**src/rtl/ptr_noc_pkg.sv**
```systemverilog
// -----------------------------------------------------------------------------
// ptr_noc_pkg
// Shared definitions for the ring-NoC local network interface:
//   - default payload width, ring node count and FIFO depth
//   - default hop-count width derived from the node count
//   - TX injector state encoding
//   - saturating 16-bit increment used by event counters
// -----------------------------------------------------------------------------
package ptr_noc_pkg;

  localparam int DATA_WIDTH_DEF = 128;
  localparam int NODE_NUM_DEF   = 128;
  localparam int FIFO_DEPTH_DEF = 4;
  localparam int DEST_W_DEF     = $clog2(NODE_NUM_DEF);

  typedef enum logic {
    TX_IDLE = 1'b0,
    TX_SEND = 1'b1
  } tx_state_e;

  // Counter that sticks at all-ones instead of wrapping to zero.
  function automatic logic [15:0] sat_inc16(input logic [15:0] v);
    return (v == 16'hFFFF) ? v : v + 16'd1;
  endfunction

endpackage

```
**src/rtl/ptr_sync_fifo.sv**
```systemverilog
// -----------------------------------------------------------------------------
// ptr_sync_fifo
// Single-clock FIFO with first-word fall-through output.
//   clk, rst : clock and synchronous active-high reset
//   push, din: write request and data; ignored while full, even if a pop
//              happens on the same edge
//   pop      : read request; ignored while empty
//   full     : no free entry
//   empty    : no valid entry
//   dout     : current head entry (valid when !empty)
// DEPTH must be a power of two >= 2 so the pointers wrap naturally.
// -----------------------------------------------------------------------------
module ptr_sync_fifo #(
  parameter int WIDTH = 8,
  parameter int DEPTH = 4
) (
  input  logic             clk,
  input  logic             rst,
  input  logic             push,
  input  logic [WIDTH-1:0] din,
  input  logic             pop,
  output logic             full,
  output logic             empty,
  output logic [WIDTH-1:0] dout
);

  localparam int            AW         = $clog2(DEPTH);
  localparam logic [AW:0]   COUNT_FULL = (AW + 1)'(DEPTH);

  logic [WIDTH-1:0] mem [DEPTH];
  logic [AW-1:0]    wr_ptr;
  logic [AW-1:0]    rd_ptr;
  logic [AW:0]      count;
  logic             do_push;
  logic             do_pop;

  assign full    = (count == COUNT_FULL);
  assign empty   = (count == '0);
  assign do_push = push && !full;
  assign do_pop  = pop && !empty;
  assign dout    = mem[rd_ptr];

  always_ff @(posedge clk) begin
    if (rst) begin
      wr_ptr <= '0;
      rd_ptr <= '0;
      count  <= '0;
    end else begin
      if (do_push) wr_ptr <= wr_ptr + 1'b1;
      if (do_pop)  rd_ptr <= rd_ptr + 1'b1;
      case ({do_push, do_pop})
        2'b10:   count <= count + 1'b1;
        2'b01:   count <= count - 1'b1;
        default: count <= count;
      endcase
    end
  end

  // Storage is not reset; entries are only observable once written.
  always_ff @(posedge clk) begin
    if (do_push) mem[wr_ptr] <= din;
  end

endmodule

```
**src/rtl/ptr_local_ni.sv**
```systemverilog
// -----------------------------------------------------------------------------
// ptr_local_ni
// Local network interface between a host and its ring router port.
//
// state   | meaning
// --------+-------------------------------------------------------------
// TX_IDLE | output register empty, l2rWr low, waiting for a queued flit
// TX_SEND | flit held on l2rDat/destCnt with l2rWr high until l2rRdy
//
// Ports
//   clk, rst         : clock, synchronous active-high reset
//   txVld/txRdy      : host injection handshake; txRdy = TX FIFO not full
//   txDat/txDest     : host payload and hop count; txDest==0 is dropped
//   l2rWr/l2rRdy     : flit offered to router / router accepts
//   l2rDat/destCnt   : registered payload and hop count to router
//   r2lVld/r2lRd     : router flit available / NI consumes it
//   r2lDat           : router payload
//   rxVld/rxRdy      : RX FIFO head available / host pops it
//   rxDat            : RX FIFO head (fall-through)
//   dropCnt          : saturating count of flits dropped for txDest==0
// -----------------------------------------------------------------------------
module ptr_local_ni
  import ptr_noc_pkg::*;
#(
  parameter  int DATA_WIDTH = DATA_WIDTH_DEF,
  parameter  int NODE_NUM   = NODE_NUM_DEF,
  parameter  int FIFO_DEPTH = FIFO_DEPTH_DEF,
  localparam int DEST_W     = $clog2(NODE_NUM)
) (
  input  logic                  clk,
  input  logic                  rst,
  // host TX
  input  logic                  txVld,
  output logic                  txRdy,
  input  logic [DATA_WIDTH-1:0] txDat,
  input  logic [DEST_W-1:0]     txDest,
  // router local input
  output logic                  l2rWr,
  input  logic                  l2rRdy,
  output logic [DATA_WIDTH-1:0] l2rDat,
  output logic [DEST_W-1:0]     destCnt,
  // router local output
  input  logic                  r2lVld,
  output logic                  r2lRd,
  input  logic [DATA_WIDTH-1:0] r2lDat,
  // host RX
  output logic                  rxVld,
  input  logic                  rxRdy,
  output logic [DATA_WIDTH-1:0] rxDat,
  // status
  output logic [15:0]           dropCnt
);

  localparam int TXW = DATA_WIDTH + DEST_W;

  // ---------------------------------------------------------------------------
  // TX path: host -> TX FIFO
  // ---------------------------------------------------------------------------
  logic           tx_full;
  logic           tx_empty;
  logic           tx_wr;
  logic           tx_push;
  logic           tx_drop;
  logic           tx_pop;
  logic [TXW-1:0] tx_head;

  assign txRdy   = !tx_full;
  assign tx_wr   = txVld && txRdy;
  // A zero hop count has nowhere to go on the ring; count it and discard.
  assign tx_drop = tx_wr && (txDest == '0);
  assign tx_push = tx_wr && (txDest != '0);

  ptr_sync_fifo #(
    .WIDTH (TXW),
    .DEPTH (FIFO_DEPTH)
  ) u_tx_fifo (
    .clk   (clk),
    .rst   (rst),
    .push  (tx_push),
    .din   ({txDest, txDat}),
    .pop   (tx_pop),
    .full  (tx_full),
    .empty (tx_empty),
    .dout  (tx_head)
  );

  always_ff @(posedge clk) begin
    if (rst) begin
      dropCnt <= '0;
    end else if (tx_drop) begin
      dropCnt <= sat_inc16(dropCnt);
    end
  end

  // ---------------------------------------------------------------------------
  // TX injector FSM: TX FIFO -> output register -> router
  // ---------------------------------------------------------------------------
  tx_state_e state_q;
  tx_state_e state_d;
  logic      load_out;
  logic      clear_wr;

  always_ff @(posedge clk) begin
    if (rst) begin
      state_q <= TX_IDLE;
    end else begin
      state_q <= state_d;
    end
  end

  always_comb begin
    state_d  = state_q;
    tx_pop   = 1'b0;
    load_out = 1'b0;
    clear_wr = 1'b0;
    case (state_q)
      TX_IDLE: begin
        if (!tx_empty) begin
          tx_pop   = 1'b1;
          load_out = 1'b1;
          state_d  = TX_SEND;
        end
      end
      TX_SEND: begin
        // Refill the output register on the transfer edge so a queued
        // stream leaves at one flit per cycle.
        if (l2rRdy) begin
          if (!tx_empty) begin
            tx_pop   = 1'b1;
            load_out = 1'b1;
          end else begin
            clear_wr = 1'b1;
            state_d  = TX_IDLE;
          end
        end
      end
      default: begin
        state_d = TX_IDLE;
      end
    endcase
  end

  always_ff @(posedge clk) begin
    if (rst) begin
      l2rWr   <= 1'b0;
      l2rDat  <= '0;
      destCnt <= '0;
    end else if (load_out) begin
      l2rWr   <= 1'b1;
      l2rDat  <= tx_head[DATA_WIDTH-1:0];
      destCnt <= tx_head[TXW-1:DATA_WIDTH];
    end else if (clear_wr) begin
      l2rWr   <= 1'b0;
    end
  end

  // ---------------------------------------------------------------------------
  // RX path: router -> RX FIFO -> host
  // ---------------------------------------------------------------------------
  logic rx_full;
  logic rx_empty;
  logic rx_pop;

  // Full blocks the router even when the host pops on the same edge, so
  // r2lRd never depends on rxRdy.
  assign r2lRd  = r2lVld && !rx_full;
  assign rxVld  = !rx_empty;
  assign rx_pop = rxVld && rxRdy;

  ptr_sync_fifo #(
    .WIDTH (DATA_WIDTH),
    .DEPTH (FIFO_DEPTH)
  ) u_rx_fifo (
    .clk   (clk),
    .rst   (rst),
    .push  (r2lRd),
    .din   (r2lDat),
    .pop   (rx_pop),
    .full  (rx_full),
    .empty (rx_empty),
    .dout  (rxDat)
  );

endmodule

```
**config.mk**
```make
export PLATFORM = sky130hd
export DESIGN_NAME = ptr_local_ni
export DESIGN_NICKNAME = d
export VERILOG_FILES = /design/src/rtl/ptr_noc_pkg.sv /design/src/rtl/ptr_sync_fifo.sv /design/src/rtl/ptr_local_ni.sv
export SDC_FILE = /design/constraint.sdc
export NUM_CORES = 1
export LEC_CHECK = 0
export BUFFER_PORTS_ARGS = -buffer_cell sky130_fd_sc_hd__buf_2
export CORE_MARGIN = 3
export CORE_UTILIZATION = 40
export DETAILED_ROUTE_END_ITERATION = 12
export SYNTH_ARGS = -nofsm -noshare
export SYNTH_HDL_FRONTEND = slang
export SYNTH_SLANG_ARGS = --single-unit
```
**constraint.sdc**
```tcl
create_clock -name clk -period 11.15 [get_ports clk]
set_input_delay 0 -clock clk [delete_from_list [all_inputs] [get_ports clk]]
set_output_delay 0 -clock clk [all_outputs]
set_load 0.01 [all_outputs]
```
# Word level (Yosys, flattened, before mapping)
# Memory sizes are Yosys's and may differ from the RTL's. A register that Yosys moved wholly into a read port is not among the register bits.
# Cells that the tools add are included.
# totals
input_bits	269
output_inout_bits	283
memories	2
register_bits	32
mem_bits_rw	1052
word_cells	68
# classes
n_reduce_logical	21
mux	18
eq_ne	7
n_addsub	9
n_bitwise	2
# mem_list
memory	words	word_bits	rd	rd_clocked_by_memory_dff	wr	line_no	source
u_tx_fifo.mem	4	135	1	1	1	ptr_sync_fifo.sv:30	logic [WIDTH-1:0] mem [DEPTH];
u_rx_fifo.mem	4	128	1	1	1	ptr_sync_fifo.sv:30	
# op_table
cell	count
adder 16 x 1 -> 16 bit, second input constant	1
equality test 16 bit, second input constant	1
two-way mux 1 bit	12
case mux 3 bit (2 select lines)	2
logical AND 1 bit	9
adder 2 x 1 -> 2 bit, second input constant	4
logical NOT 7 bit	1
nonzero test 7 bit	1
adder 3 x 1 -> 3 bit, second input constant	2
equality test 3 bit, second input constant	2
logical NOT 3 bit	2
nonzero test 2 bit	3
subtractor 3 x 1 -> 3 bit, second input constant	2
equality test 2 x 1 -> 1 bit, second input constant	2
equality test 2 bit, second input constant	2
logical NOT 1 bit	4
two-way mux 2 bit	2
case mux 1 bit (2 select lines)	2
inverter 1 bit	2
AND reduction 2 bit	1

# Depth between registers and ports, before layout
# Gate-level depths: netlist of run 1.
# logic_depth
ltp_word	7
mapped_depth	11
depth_no_buf	9

# Cells and area by module
# From an unflattened synthesis of run 1, not the netlist that was laid out.
# hier_totals
hier_cells	2184
hier_area_um2	44532.7
# modules_own_cells
module	instances	cells_per_inst	seq_area_each_um2	area_each_um2
ptr_sync_fifo at u_tx_fifo	1	759	16395.7	19917.9
ptr_sync_fifo at u_rx_fifo	1	722	15554.9	19042.0
ptr_local_ni	1	703	3062.9	5572.8

# Least setup slack after synthesis of run 1
# No wires, ideal clock.
# synth_timing
path_kind	reg-to-reg
startpoint	reg u_tx_fifo.count[0]
endpoint	mem u_tx_fifo.mem[0][0] in the netlist's numbering (enable)
slack_ns	6.637
path_buffers	0
arrival_ns	4.002
t_required_ns	10.639
path_stages_with_launch	4
setup_ns	0.511
period_less_slack_ns	4.513
path_cell_list	dfxtp_1 or3b_1 o211a_1 and2_1
# synth_between
elab_chain_cells	7
# synth_lines
element	line_no	source
start, declared	ptr_sync_fifo.sv:33	logic [AW:0] count;
start signal, assigned	ptr_sync_fifo.sv:52	2'b10: count <= count + 1'b1;
start signal, assigned	ptr_sync_fifo.sv:53	2'b01: count <= count - 1'b1;
start signal, assigned	ptr_sync_fifo.sv:54	default: count <= count;
equality test 3 bit *	ptr_sync_fifo.sv:37	assign full = (count == COUNT_FULL);
logical NOT 1 bit *	ptr_local_ni.sv:67	assign txRdy = !tx_full;
net txRdy	ptr_local_ni.sv:34	output logic txRdy,
logical AND 1 bit	ptr_local_ni.sv:68	assign tx_wr = txVld && txRdy;
logical AND 1 bit	ptr_local_ni.sv:71	assign tx_push = tx_wr && (txDest != '0);
logical AND 1 bit *	ptr_sync_fifo.sv:39	assign do_push = push && !full;
two-way mux 1 bit *	ptr_sync_fifo.sv:61	if (do_push) mem[wr_ptr] <= din;
two-way mux 1 bit (implied by the code) *	ptr_sync_fifo.sv:61	
end, declared	ptr_sync_fifo.sv:30	
# Mark *: on every way through the listed nets, which the timed path passes. The rest lies on a longest branch.

==> results of run 1 <==
## kinds of logic (layout without fill, tap and decap cells)
group,after synthesis,count (layout),synth area share (%)
buffers and inverters,127,1200,1.31
other,0,13,0
AO/OA/AOI/OAI,167,167,1.99
AND/OR/NAND/NOR,365,365,3.60
XOR/XNOR,10,10,0.198
flip-flops,1221,1221,79.0
adder cells (fa/ha/maj),13,13,0.401
multiplexers,270,270,13.5
## sequential cells by signal (all words and copies together) (netlist names), 2 cells and up, named ones only
signal and count:
l2rDat 128, u_rx_fifo.count 3, u_tx_fifo.wr_ptr 2, destCnt 7, u_rx_fifo.wr_ptr 2, u_tx_fifo.rd_ptr 2
u_rx_fifo.mem 512, dropCnt 16, u_tx_fifo.count 3, u_tx_fifo.mem 540, u_rx_fifo.rd_ptr 2
## timing repair
action / in CTS / in global routing
hold buffers: 370 / 0
buffers inserted: 0 / 0
hold endpoints to repair: 1169 / 0
## power by group through the flow
stage	Clock [uW]	Combinational, uW	Sequential, uW
2_1_floorplan	0	1980	5980
3_3_place_gp	0	3070	6000
3_5_place_dp	0	3100	6040
4_1_cts	4330	3220	5950
5_1_grt	4520	3420	6000
6_report	4220	3130	5930
## worst max-delay path, delay by kind of cell (launching register included)
family	cells	cell delay [ns]
buffers and inverters	2	1.75
muxes	1	0.60
AOI/OAI and AO/OA	1	0.08
and+or+nand+nor	1	0.08
DFF	1	1.04
## cell usage in the layout (no fill, tap or decap), types with 6 or more instances in the layout
master / n
sky130_fd_sc_hd__o31ai_1: 6
sky130_fd_sc_hd__and2_4: 8
sky130_fd_sc_hd__nor2_1: 21
sky130_fd_sc_hd__dlygate4sd3_1: 370
sky130_fd_sc_hd__clkinv_1: 17
sky130_fd_sc_hd__mux4_2: 263
sky130_fd_sc_hd__nand2_1: 279
sky130_fd_sc_hd__edfxtp_1: 1052
sky130_fd_sc_hd__clkbuf_8: 16
sky130_fd_sc_hd__inv_1: 14
sky130_fd_sc_hd__buf_2: 550
sky130_fd_sc_hd__dfxtp_1: 165
sky130_fd_sc_hd__buf_4: 22
sky130_fd_sc_hd__diode_2: 13
sky130_fd_sc_hd__or4_1: 8
sky130_fd_sc_hd__nand3_1: 8
sky130_fd_sc_hd__or3_1: 6
sky130_fd_sc_hd__clkinv_2: 10
sky130_fd_sc_hd__clkbuf_1: 42
sky130_fd_sc_hd__a21oi_1: 150
sky130_fd_sc_hd__bufinv_16: 7
sky130_fd_sc_hd__clkbuf_16: 134
sky130_fd_sc_hd__nor2b_1: 6
sky130_fd_sc_hd__ha_1: 11
sky130_fd_sc_hd__xor2_1: 6
## metrics by stage
step | util, % | cell area, um2 | power [uW] | cells | hold WS, ns
after global routing | 51.7 | 56600 | 13900 | 4727 | 0.0164
after floorplan | - | 44300 | 7960 | 2173 | 0.0989
after detailed placement | 44.5 | 48600 | 9140 | 4112 | 0.217
final | 51.8 | 56600 | 13300 | 4735 | 0.0458
after CTS | 51.7 | 56500 | 13500 | 4722 | 0.000109
after global placement | 44.5 | 48600 | 9080 | 4112 | 0.208
## final cells by class
type                            count  area [um2]
Antenna cell                       13        32.5
Sequential cell                  1221       35000
Timing Repair Buffer              944        6650
Multi-Input combinational cell    825        8770
Tap cell                         1476        1850
Inverter                           16        62.6
Clock buffer                      192        3730
Clock inverter                     48         495
Fill cell                        8891       52700
## worst max-delay path by stage
stage	depth (start not counted)	start	to	slack, ns
finish	5	u_tx_fifo.rd_ptr[0]	l2rDat[87]	7.33
global route	5	u_tx_fifo.rd_ptr[0]	l2rDat[87]	6.82
CTS	5	u_tx_fifo.rd_ptr[0]	l2rDat[82]	7.06
detailed placement	5	u_tx_fifo.rd_ptr[0]	l2rDat[82]	7.08
global placement	5	u_tx_fifo.rd_ptr[0]	l2rDat[83]	7.13
floorplan	3	u_tx_fifo.count[0]	u_tx_fifo.mem[0][0]	6.64
## layer usage
metal / vias to the layer above / track usage (%) / share of wire, %
met5: - / 0 / 0.059
met4: 10 / 4.78 / 2.0
met3: 156 / 5.57 / 8.0
met2: 707 / 30.0 / 49
met1: 12400 / 23.7 / 41
li1: 10600 / - / -
==> flow_metrics.tcl, run 1 <==
set metrics [dict create \
    cp-end-kind "flip-flop" \
    switching_portion_of_total_power_pct 28.7 \
    detail_route.iter0.violations 1437 \
    ys.flop_type "sky130_fd_sc_hd__edfxtp_1" \
    h_tree_depth 4 \
    synth.most_common_cell "sky130_fd_sc_hd__edfxtp_1" \
    final.period_utilization_pct 34.2 \
    die_w_um 339 \
    switchingPower_uw 3810 \
    synth_edf_count 1052 \
    core_area_um2 109000 \
    timing.critical_path.fanout_max 50 \
    drc 0 \
    worst_setup_path_start_kind "flip-flop" \
    max_cap_viols 0 \
    drt.antenna.violating_nets 0 \
    timing.max_slew.rel_slack_pct 22.1 \
    hold-path-cell-count 2 \
    antenna_found_initial 16 \
    hold_path.class "in -> reg" \
    wire_length_of_the_first_global_routing_pass_mm 159 \
    synth.net_count 2455 \
    syn_inst 2173 \
    worstPathCellList "buf_4, buf_4, mux4_2, nand2_1, a21oi_1" \
    cts-buffers-inserted 131 \
    critPathRequiredTime_ns 11.70 \
    ys.warnings.count 0 \
    critical-path-slowest-cell "sky130_fd_sc_hd__dfxtp_4" \
    track_usage_pct 18.2 \
    finish.net_count 3421 \
    area.growth.synth_to_final_pct 27.7 \
    setup.worst_path.class "reg -> reg" \
    slew_violations 0 \
    floorplan.rows 121 \
    peakVddDrop_v 0.000150 \
    synth_cell_types 46 \
    globalplace.congestion 0.748 \
    initial_util_pct 40.5 \
    timing.critical_path.mode_cell "sky130_fd_sc_hd__buf_4" \
    ff_to_ff_setup_slack_ns 7.33 \
    via_count_of_the_first_global_routing_pass 25300 \
    grt-ovfl-total 0 \
    synth_top_cells_by_area "sky130_fd_sc_hd__edfxtp_1 (71%), sky130_fd_sc_hd__mux4_2 (13%), sky130_fd_sc_hd__dfxtp_1 (7.6%)" \
    endpoint_worst_hold "u_tx_fifo.mem[0][69]" \
    dpl_worst_slack_ns 7.08 \
    numPortBuffers 551 \
    worst_pin_slew_ns 1.17 \
    cts.sink_count 1221 \
    share_comb_of_total_power_pct 23.6 \
    routed_wl_mm 105 \
    synth_common_cells "sky130_fd_sc_hd__edfxtp_1 (1,052), sky130_fd_sc_hd__nand2_1 (280), sky130_fd_sc_hd__mux4_2 (263)" \
    internal_power_uw 9470 \
    minimum_clock_period_after_layout_ns 3.82 \
    count_of_state_elements_after_synthesis 1221 \
    vias 23900 \
    synth.avg_cell_area_um2 20.4 \
    ys_seq_area_share_pct 79.0 \
    clk_transition_reported_paths_ns 0.06 \
    unrepaired_setup_endpoints_after_global_routing "false" \
    place_hpwl_mm 62.6 \
    power.sequential.fraction_pct 44.7 \
    vias_per_cell 5.05 \
    final_hold_fails 0 \
    data_arrival_time_of_the_critical_path_ns 4.37 \
    synth_area_leader_cell "sky130_fd_sc_hd__edfxtp_1" \
    tritoncts_clock_tree "yes" \
    power_density_normalized_to_cell_area_nw_per_um2 235 \
    die-area_um2 115000 \
    rr_worst_depth 5 \
    fin_skew_ns 0.0246 \
    wl_per_cell_um 22.3 \
    clock_latency_ns 0.72 \
    share_clk_of_total_power_pct 31.7 \
    max_freq_ghz 0.262 \
    setup-violations-final 0 \
    fin_ws_ns 7.33 \
    clock_tree.buffer_depth 3 \
    chipHeight_um 339 \
    cts_resized 0 \
    ctsRootBufferMaster "sky130_fd_sc_hd__clkbuf_16" \
    run_status "finished, final reports clean" \
    syn_area_um2 44300 \
    slowest_delay_ns 1.04 \
    hp_start "txDat[69]" \
    reg2reg_launch_point "u_tx_fifo.rd_ptr[0]" \
    post_route_cells_drive_above_1_share_pct 32.2 \
    firstDrtPassIters 5 \
    totalNegativeSetupSlack_ns 0 \
    synth_largest_type_area_fraction_pct 71.3 \
    design.portCount 552 \
    async_reset_ff_share_pct 0 \
    power_leakage_uw 0.0195 \
    maximum_number_of_pins_on_one_net_before_global_route_repair 113 \
    capture_point_of_the_worst_reg_to_reg_path "l2rDat[87]" \
]
No activity file was read; power rests on OpenSTA's default activity.
==> inputs of run 2 (changes only) <==
clock period = 3.7 ns   (was 11.15 ns; I/O delays follow)
==> run 2 against run 1 <==
  * Sequential share of layout area decreased by 1.0 points
  * Flip-flop and latch count is the same
  * Hold slack worse by 0.0049 ns
  * Combinational power rose to 3.1 times the previous value
  * Core utilization is 0.85 points higher
  * Via count grew 0.62%
  * Critical endpoint is now rxDat[59]
  * Highest routed layer unchanged
==> flow_metrics.tcl, run 2 (same netlist as run 1, synthesis figures left out) <==
set metrics [dict create \
    run_status "finished, final reports clean" \
    cts.sink_count 1221 \
    firstDrtPassIters 5 \
    data_arrival_time_of_the_critical_path_ns 2.69 \
    wire_length_of_the_first_global_routing_pass_mm 159 \
    minimum_clock_period_after_layout_ns 2.69 \
    critPathRequiredTime_ns 3.70 \
    tritoncts_clock_tree "yes" \
    drt.antenna.violating_nets 0 \
    max_cap_viols 0 \
    cp-end-kind "primary output" \
    setup-violations-final 0 \
    via_count_of_the_first_global_routing_pass 26000 \
    hold_path.class "in -> reg" \
    drc 0 \
    switchingPower_uw 11500 \
    ff_to_ff_setup_slack_ns 1.21 \
    dpl_worst_slack_ns 1.14 \
    place_hpwl_mm 60.7 \
    clk_transition_reported_paths_ns 0.06 \
    timing.max_slew.rel_slack_pct 35.4 \
    switching_portion_of_total_power_pct 28.3 \
    reg2reg_launch_point "u_tx_fifo.count[0]" \
    cts_post_setup_buffers_inserted 0 \
    largest_registers "u_tx_fifo.mem: 540 flops, u_rx_fifo.mem: 512 flops, l2rDat: 128 flops" \
    fin_ws_ns 1.01 \
    clock_tree.buffer_depth 3 \
    maximum_number_of_pins_on_one_net_before_global_route_repair 137 \
    floorplan.rows 121 \
    power_leakage_uw 0.0199 \
    slew_violations 0 \
    globalplace.congestion 0.758 \
    fin_skew_ns 0.0185 \
    cts-buffers-inserted 131 \
    setup.worst_path.class "reg -> out" \
    power_density_normalized_to_cell_area_nw_per_um2 707 \
    largest_register_ffs 540 \
    numPortBuffers 551 \
    capture_point_of_the_worst_reg_to_reg_path "u_tx_fifo.count[2]" \
    die_w_um 339 \
    share_clk_of_total_power_pct 32.5 \
    internal_power_uw 29200 \
    setup.worst_path.end "rxDat[59]" \
    totalNegativeSetupSlack_ns 0 \
    core_area_um2 109000 \
    post_route_cells_drive_above_1_share_pct 32.6 \
    initial_util_pct 40.5 \
    final.period_utilization_pct 72.7 \
    num-fill-cells 8757 \
    chipHeight_um 339 \
    timing.critical_path.fanout_max 32 \
    rr_worst_depth 9 \
    share_comb_of_total_power_pct 24.1 \
    final_core_util_pct 52.6 \
    area.growth.synth_to_final_pct 29.8 \
    placed_cell_area_um2 49000 \
    final_hold_fails 0 \
    hp_start "txDat[4]" \
    clock_latency_ns 0.72 \
    routed_wl_mm 104 \
    finish.net_count 3468 \
    max_freq_ghz 0.372 \
    track_usage_pct 18.1 \
    worst_pin_slew_ns 0.970 \
    vias 24100 \
    top_register "u_tx_fifo.mem" \
    layout_common_cells "sky130_fd_sc_hd__edfxtp_1 (1,052), sky130_fd_sc_hd__buf_2 (550), sky130_fd_sc_hd__dlygate4sd3_1 (406), sky130_fd_sc_hd__nand2_1 (279), sky130_fd_sc_hd__mux4_2 (263)" \
    final_common_cell "sky130_fd_sc_hd__edfxtp_1" \
    worst_setup_path_start_kind "flip-flop" \
    vias_per_cell 5.03 \
    power.sequential.fraction_pct 43.5 \
    unrepaired_setup_endpoints_after_global_routing "false" \
    design.portCount 552 \
    die-area_um2 115000 \
    wl_per_cell_um 21.7 \
    antenna_found_initial 21 \
    ctsRootBufferMaster "sky130_fd_sc_hd__clkbuf_16" \
    grt-ovfl-total 0 \
    peakVddDrop_v 0.000692 \
    h_tree_depth 4 \
    layout.cell_area.non_filler_um2 57500 \
    detail_route.iter0.violations 1609 \
]
-- run 2: power groups by stage --
stage	logic (uW)	clock network [uW]	registers, uW
6_report	9790	13200	17700
5_1_grt	10700	14100	17900
3_5_place_dp	9660	0	18000
2_1_floorplan	5970	0	17900
4_1_cts	10100	13500	17700
3_3_place_gp	9580	0	17900
-- run 2: area by class of cell --
cell class | instances | area (um2) | area share, %
Antenna cell | 14 | 35.0 | 0.0609
Clock buffer | 180 | 3730 | 6.49
Clock inverter | 61 | 689 | 1.20
Inverter | 16 | 62.6 | 0.109
Multi-Input combinational cell | 825 | 8770 | 15.2
Sequential cell | 1221 | 35000 | 60.8
Tap cell | 1476 | 1850 | 3.21
Timing Repair Buffer | 991 | 7380 | 12.8
-- run 2: per-stage QoR --
stage	hold WS, ns	std cells	power (uW)
floorplan	0.0989	2173	23900
global placement	0.209	4123	27500
detailed placement	0.216	4123	27700
CTS	0.000216	4770	41300
global route	0.00992	4776	42700
finish	0.0409	4784	40700
-- run 2: worst max-delay path, cell delays in order, from the launching register on --
cell and delay (ns):
sky130_fd_sc_hd__dfxtp_4 0.77, sky130_fd_sc_hd__buf_4 0.42, sky130_fd_sc_hd__mux4_2 0.57, sky130_fd_sc_hd__buf_2 0.16
-- run 2: repair_timing --
action	in CTS	in global routing
hold buffers	406	0
resized for setup	0	0
endpoints found under the hold margin	1186	0
-- run 2: routing by layer --
metal	track usage, %	vias to the layer above	routed length (um)
met5	0	-	117
met4	4.82	18	1940
met3	5.95	150	8800
met2	29.4	741	49700
met1	23.7	12400	43300
li1	-	10800	-
-- run 2: how the worst min path moves through the flow --
| stage | end | slack [ns] | depth (start not counted) |
|---|---|---|---|
| final | u_tx_fifo.mem[3][4] | 0.04 | 2 |
| after global routing | u_tx_fifo.mem[2][4] | 0.01 | 2 |
| after CTS | u_tx_fifo.mem[1][98] | 0.0002 | 2 |
| after detailed placement | u_tx_fifo.mem[3][94] | 0.22 | 1 |
| after global placement | u_tx_fifo.mem[1][123] | 0.21 | 1 |
| after floorplan | u_rx_fifo.mem[0][0] | 0.1 | 0 |
==> inputs of run 3 (changes only) <==
ABC_AREA = 1   (was unset)
clock period = 2.8 ns   (was 3.7 ns; I/O delays follow)
==> run 3 against run 2 <==
  * Power up 30%
  * Critical path type unchanged
  * Sequential share of layout area up 0.54 points
  * Die area is 1.9% higher
  * Non-clock buffer count fell by 56
  * Cell area fell by 0.87%
  * First-iteration DRC count grew 28%
  * Worst setup slack worse by 0.79 ns
  * Clock power increased by 20%
  * Highest routed layer unchanged
  * Largest cell class unchanged
  * Sequential power increased by 30%
==> flow_metrics.tcl, run 3 <==
set metrics [dict create \
    top_register "u_tx_fifo.mem" \
    data_arrival_time_of_the_critical_path_ns 2.58 \
    peakVddDrop_v 0.000650 \
    capture_point_of_the_worst_reg_to_reg_path "u_rx_fifo.count[1]" \
    setup-violations-final 0 \
    detail_route.iter0.violations 2059 \
    cts.sink_count 1221 \
    totalPowerFinal_uw 53000 \
    layout_common_cells "sky130_fd_sc_hd__edfxtp_1 (1,052), sky130_fd_sc_hd__nor2_1 (836), sky130_fd_sc_hd__o21ai_0 (636), sky130_fd_sc_hd__buf_2 (551), sky130_fd_sc_hd__dlygate4sd3_1 (303)" \
    chipHeight_um 342 \
    async_reset_ff_share_pct 0 \
    synth_edf_count 1052 \
    setup.worst_path.class "reg -> out" \
    synth.avg_cell_area_um2 13.2 \
    totalNegativeSetupSlack_ns 0 \
    die-area_um2 117000 \
    final_hold_fails 0 \
    via_count_of_the_first_global_routing_pass 29400 \
    ys.flop_type "sky130_fd_sc_hd__edfxtp_1" \
    wire_length_of_the_first_global_routing_pass_mm 178 \
    ys.warnings.count 0 \
    power_density_normalized_to_cell_area_nw_per_um2 930 \
    cts-buffers-inserted 121 \
    minimum_clock_period_after_layout_ns 2.58 \
    vias_per_cell 5.11 \
    ff_to_ff_setup_slack_ns 0.37 \
    drc 0 \
    routed_wl_mm 119 \
    clock_latency_ns 0.71 \
    antenna_found_initial 27 \
    place_hpwl_mm 72.1 \
    post_synth_and_or_nand_nor_area_fraction_pct 7.85 \
    finish.net_count 4532 \
    synth_top_cells_by_area "sky130_fd_sc_hd__edfxtp_1 (70%), sky130_fd_sc_hd__dfxtp_1 (7.5%), sky130_fd_sc_hd__o21ai_0 (7.1%)" \
    reg2reg_launch_point "u_rx_fifo.count[1]" \
    clock_tree.buffer_depth 3 \
    synth_largest_type_area_fraction_pct 70.0 \
    track_usage_pct 19.6 \
    max_cap_viols 0 \
    tritoncts_clock_tree "yes" \
    synth_cell_types 27 \
    max_freq_ghz 0.387 \
    largest_registers "u_tx_fifo.mem: 540 flops, u_rx_fifo.mem: 512 flops, l2rDat: 128 flops" \
    firstDrtPassIters 5 \
    area.growth.synth_to_final_pct 26.3 \
    fin_skew_ns 0.0291 \
    largest_register_ffs 540 \
    synth.net_count 3696 \
    worst_pin_slew_ns 0.791 \
    numPortBuffers 551 \
    syn_area_um2 45100 \
    topRoutingLayerUsed "met5" \
    slew_violations 0 \
    synth.most_common_cell "sky130_fd_sc_hd__edfxtp_1" \
    worst_setup_path_start_kind "flip-flop" \
    critPathRequiredTime_ns 2.80 \
    cts_post_setup_buffers_inserted 0 \
    met3_length_mm 10.9 \
    ys_seq_area_share_pct 77.5 \
    dpl_worst_slack_ns 0.676 \
    synth_top_family_by_area "compound AO/OA/AOI/OAI gates" \
    synth_adder_area_share_pct 0.394 \
    synth-compound-area-share_pct 11.5 \
    power_leakage_uw 0.0204 \
    core_area_um2 111000 \
    globalplace.congestion 0.779 \
    cp-end-kind "primary output" \
    clk_transition_reported_paths_ns 0.06 \
    vias 30000 \
    grt-ovfl-total 0 \
    setup.worst_path.end "rxDat[64]" \
    ctsRootBufferMaster "sky130_fd_sc_hd__clkbuf_16" \
    floorplan.rows 122 \
    run_status "finished, final reports clean" \
    timing.critical_path.fanout_max 126 \
    num-fill-cells 9497 \
    synth_common_cells "sky130_fd_sc_hd__edfxtp_1 (1,052), sky130_fd_sc_hd__nor2_1 (845), sky130_fd_sc_hd__o21ai_0 (636)" \
    timing.max_slew.rel_slack_pct 47.3 \
    fin_ws_ns 0.219 \
    post_route_cells_drive_above_1_share_pct 19.5 \
    maximum_number_of_pins_on_one_net_before_global_route_repair 138 \
    syn_inst 3414 \
    rr_worst_depth 10 \
    die_w_um 342 \
    multi_input_comb_area_um2 9050 \
    wl_met2_mm 54.8 \
    unrepaired_setup_endpoints_after_global_routing "false" \
    layout.area.seq_um2 35000 \
    drt.antenna.violating_nets 0 \
    final.period_utilization_pct 92.2 \
    hold_path.class "in -> reg" \
    yosys.area_share.xor_xnor_pct 0.0776 \
    final_common_cell "sky130_fd_sc_hd__edfxtp_1" \
    design.portCount 552 \
    wl_per_cell_um 20.2 \
    synth_mux_area_share_pct 0 \
    initial_util_pct 40.6 \
    synth_area_leader_cell "sky130_fd_sc_hd__edfxtp_1" \
    h_tree_depth 3 \
    routedLengthMet1_mm 49.6 \
    count_of_state_elements_after_synthesis 1221 \
]
[run 3: worst min path at each step]
stage                           start               endpoint  slack (ns)  cells past startpoint
final                       txDat[83]   u_tx_fifo.mem[0][83]        0.06                      2
after global routing       r2lDat[69]   u_rx_fifo.mem[2][69]        0.03                      2
after global placement    r2lDat[104]  u_rx_fifo.mem[2][104]        0.21                      1
after CTS                   txDat[99]   u_tx_fifo.mem[1][99]      0.0007                      2
after floorplan                   rst             dropCnt[0]        0.07                      1
after detailed placement    txDat[81]   u_tx_fifo.mem[2][81]        0.22                      1
[run 3: critical path: stages, from the launching register on]
cell                      delay [ns]
sky130_fd_sc_hd__dfxtp_4        0.59
sky130_fd_sc_hd__buf_12         0.36
sky130_fd_sc_hd__o21ai_0        0.21
sky130_fd_sc_hd__o22ai_1        0.30
sky130_fd_sc_hd__buf_2          0.20
[run 3: cells by family after synthesis]
logic type | count (synthesis)
compound gates | 972
xor+xnor | 4
fa+ha+maj | 13
buf+inv | 270
flops | 1221
simple gates | 934
[run 3: cell type report]
class                           instances  share of cell area, %
Sequential cell                      1221                   61.4
Multi-Input combinational cell       1923                   15.9
Timing Repair Buffer                  935                   12.1
Clock buffer                          162                   5.79
Tap cell                             1488                   3.27
Clock inverter                         66                   1.14
Inverter                               48                  0.358
Antenna cell                           24                  0.105
[run 3: repair_timing]
action	CTS	global route
hold buffers	303	0
hold endpoints to repair	1107	0
resized for setup	0	0
[run 3: where the power goes]
| group | switching, uW | internal [uW] |
|---|---|---|
| Clock | 6870 | 9050 |
| Sequential | 847 | 22200 |
| Combinational | 9530 | 4570 |
[run 3: layer usage]
metal	vias to the layer above	track usage, %
met5	-	0
met4	12	6.42
met3	204	5.58
met2	941	31.2
met1	14600	26.1
li1	14200	-
[run 3: metrics by stage]
step                hold slack, ns  instance area, um2  cells  util [%]
global placement             0.214               50000   5312      44.9
floorplan                   0.0691               45200   3414         -
finish                      0.0573               57000   5867      51.2
CTS                       0.000698               56900   5843      51.2
global route                0.0272               57000   5856      51.2
detailed placement           0.217               50000   5312      44.9
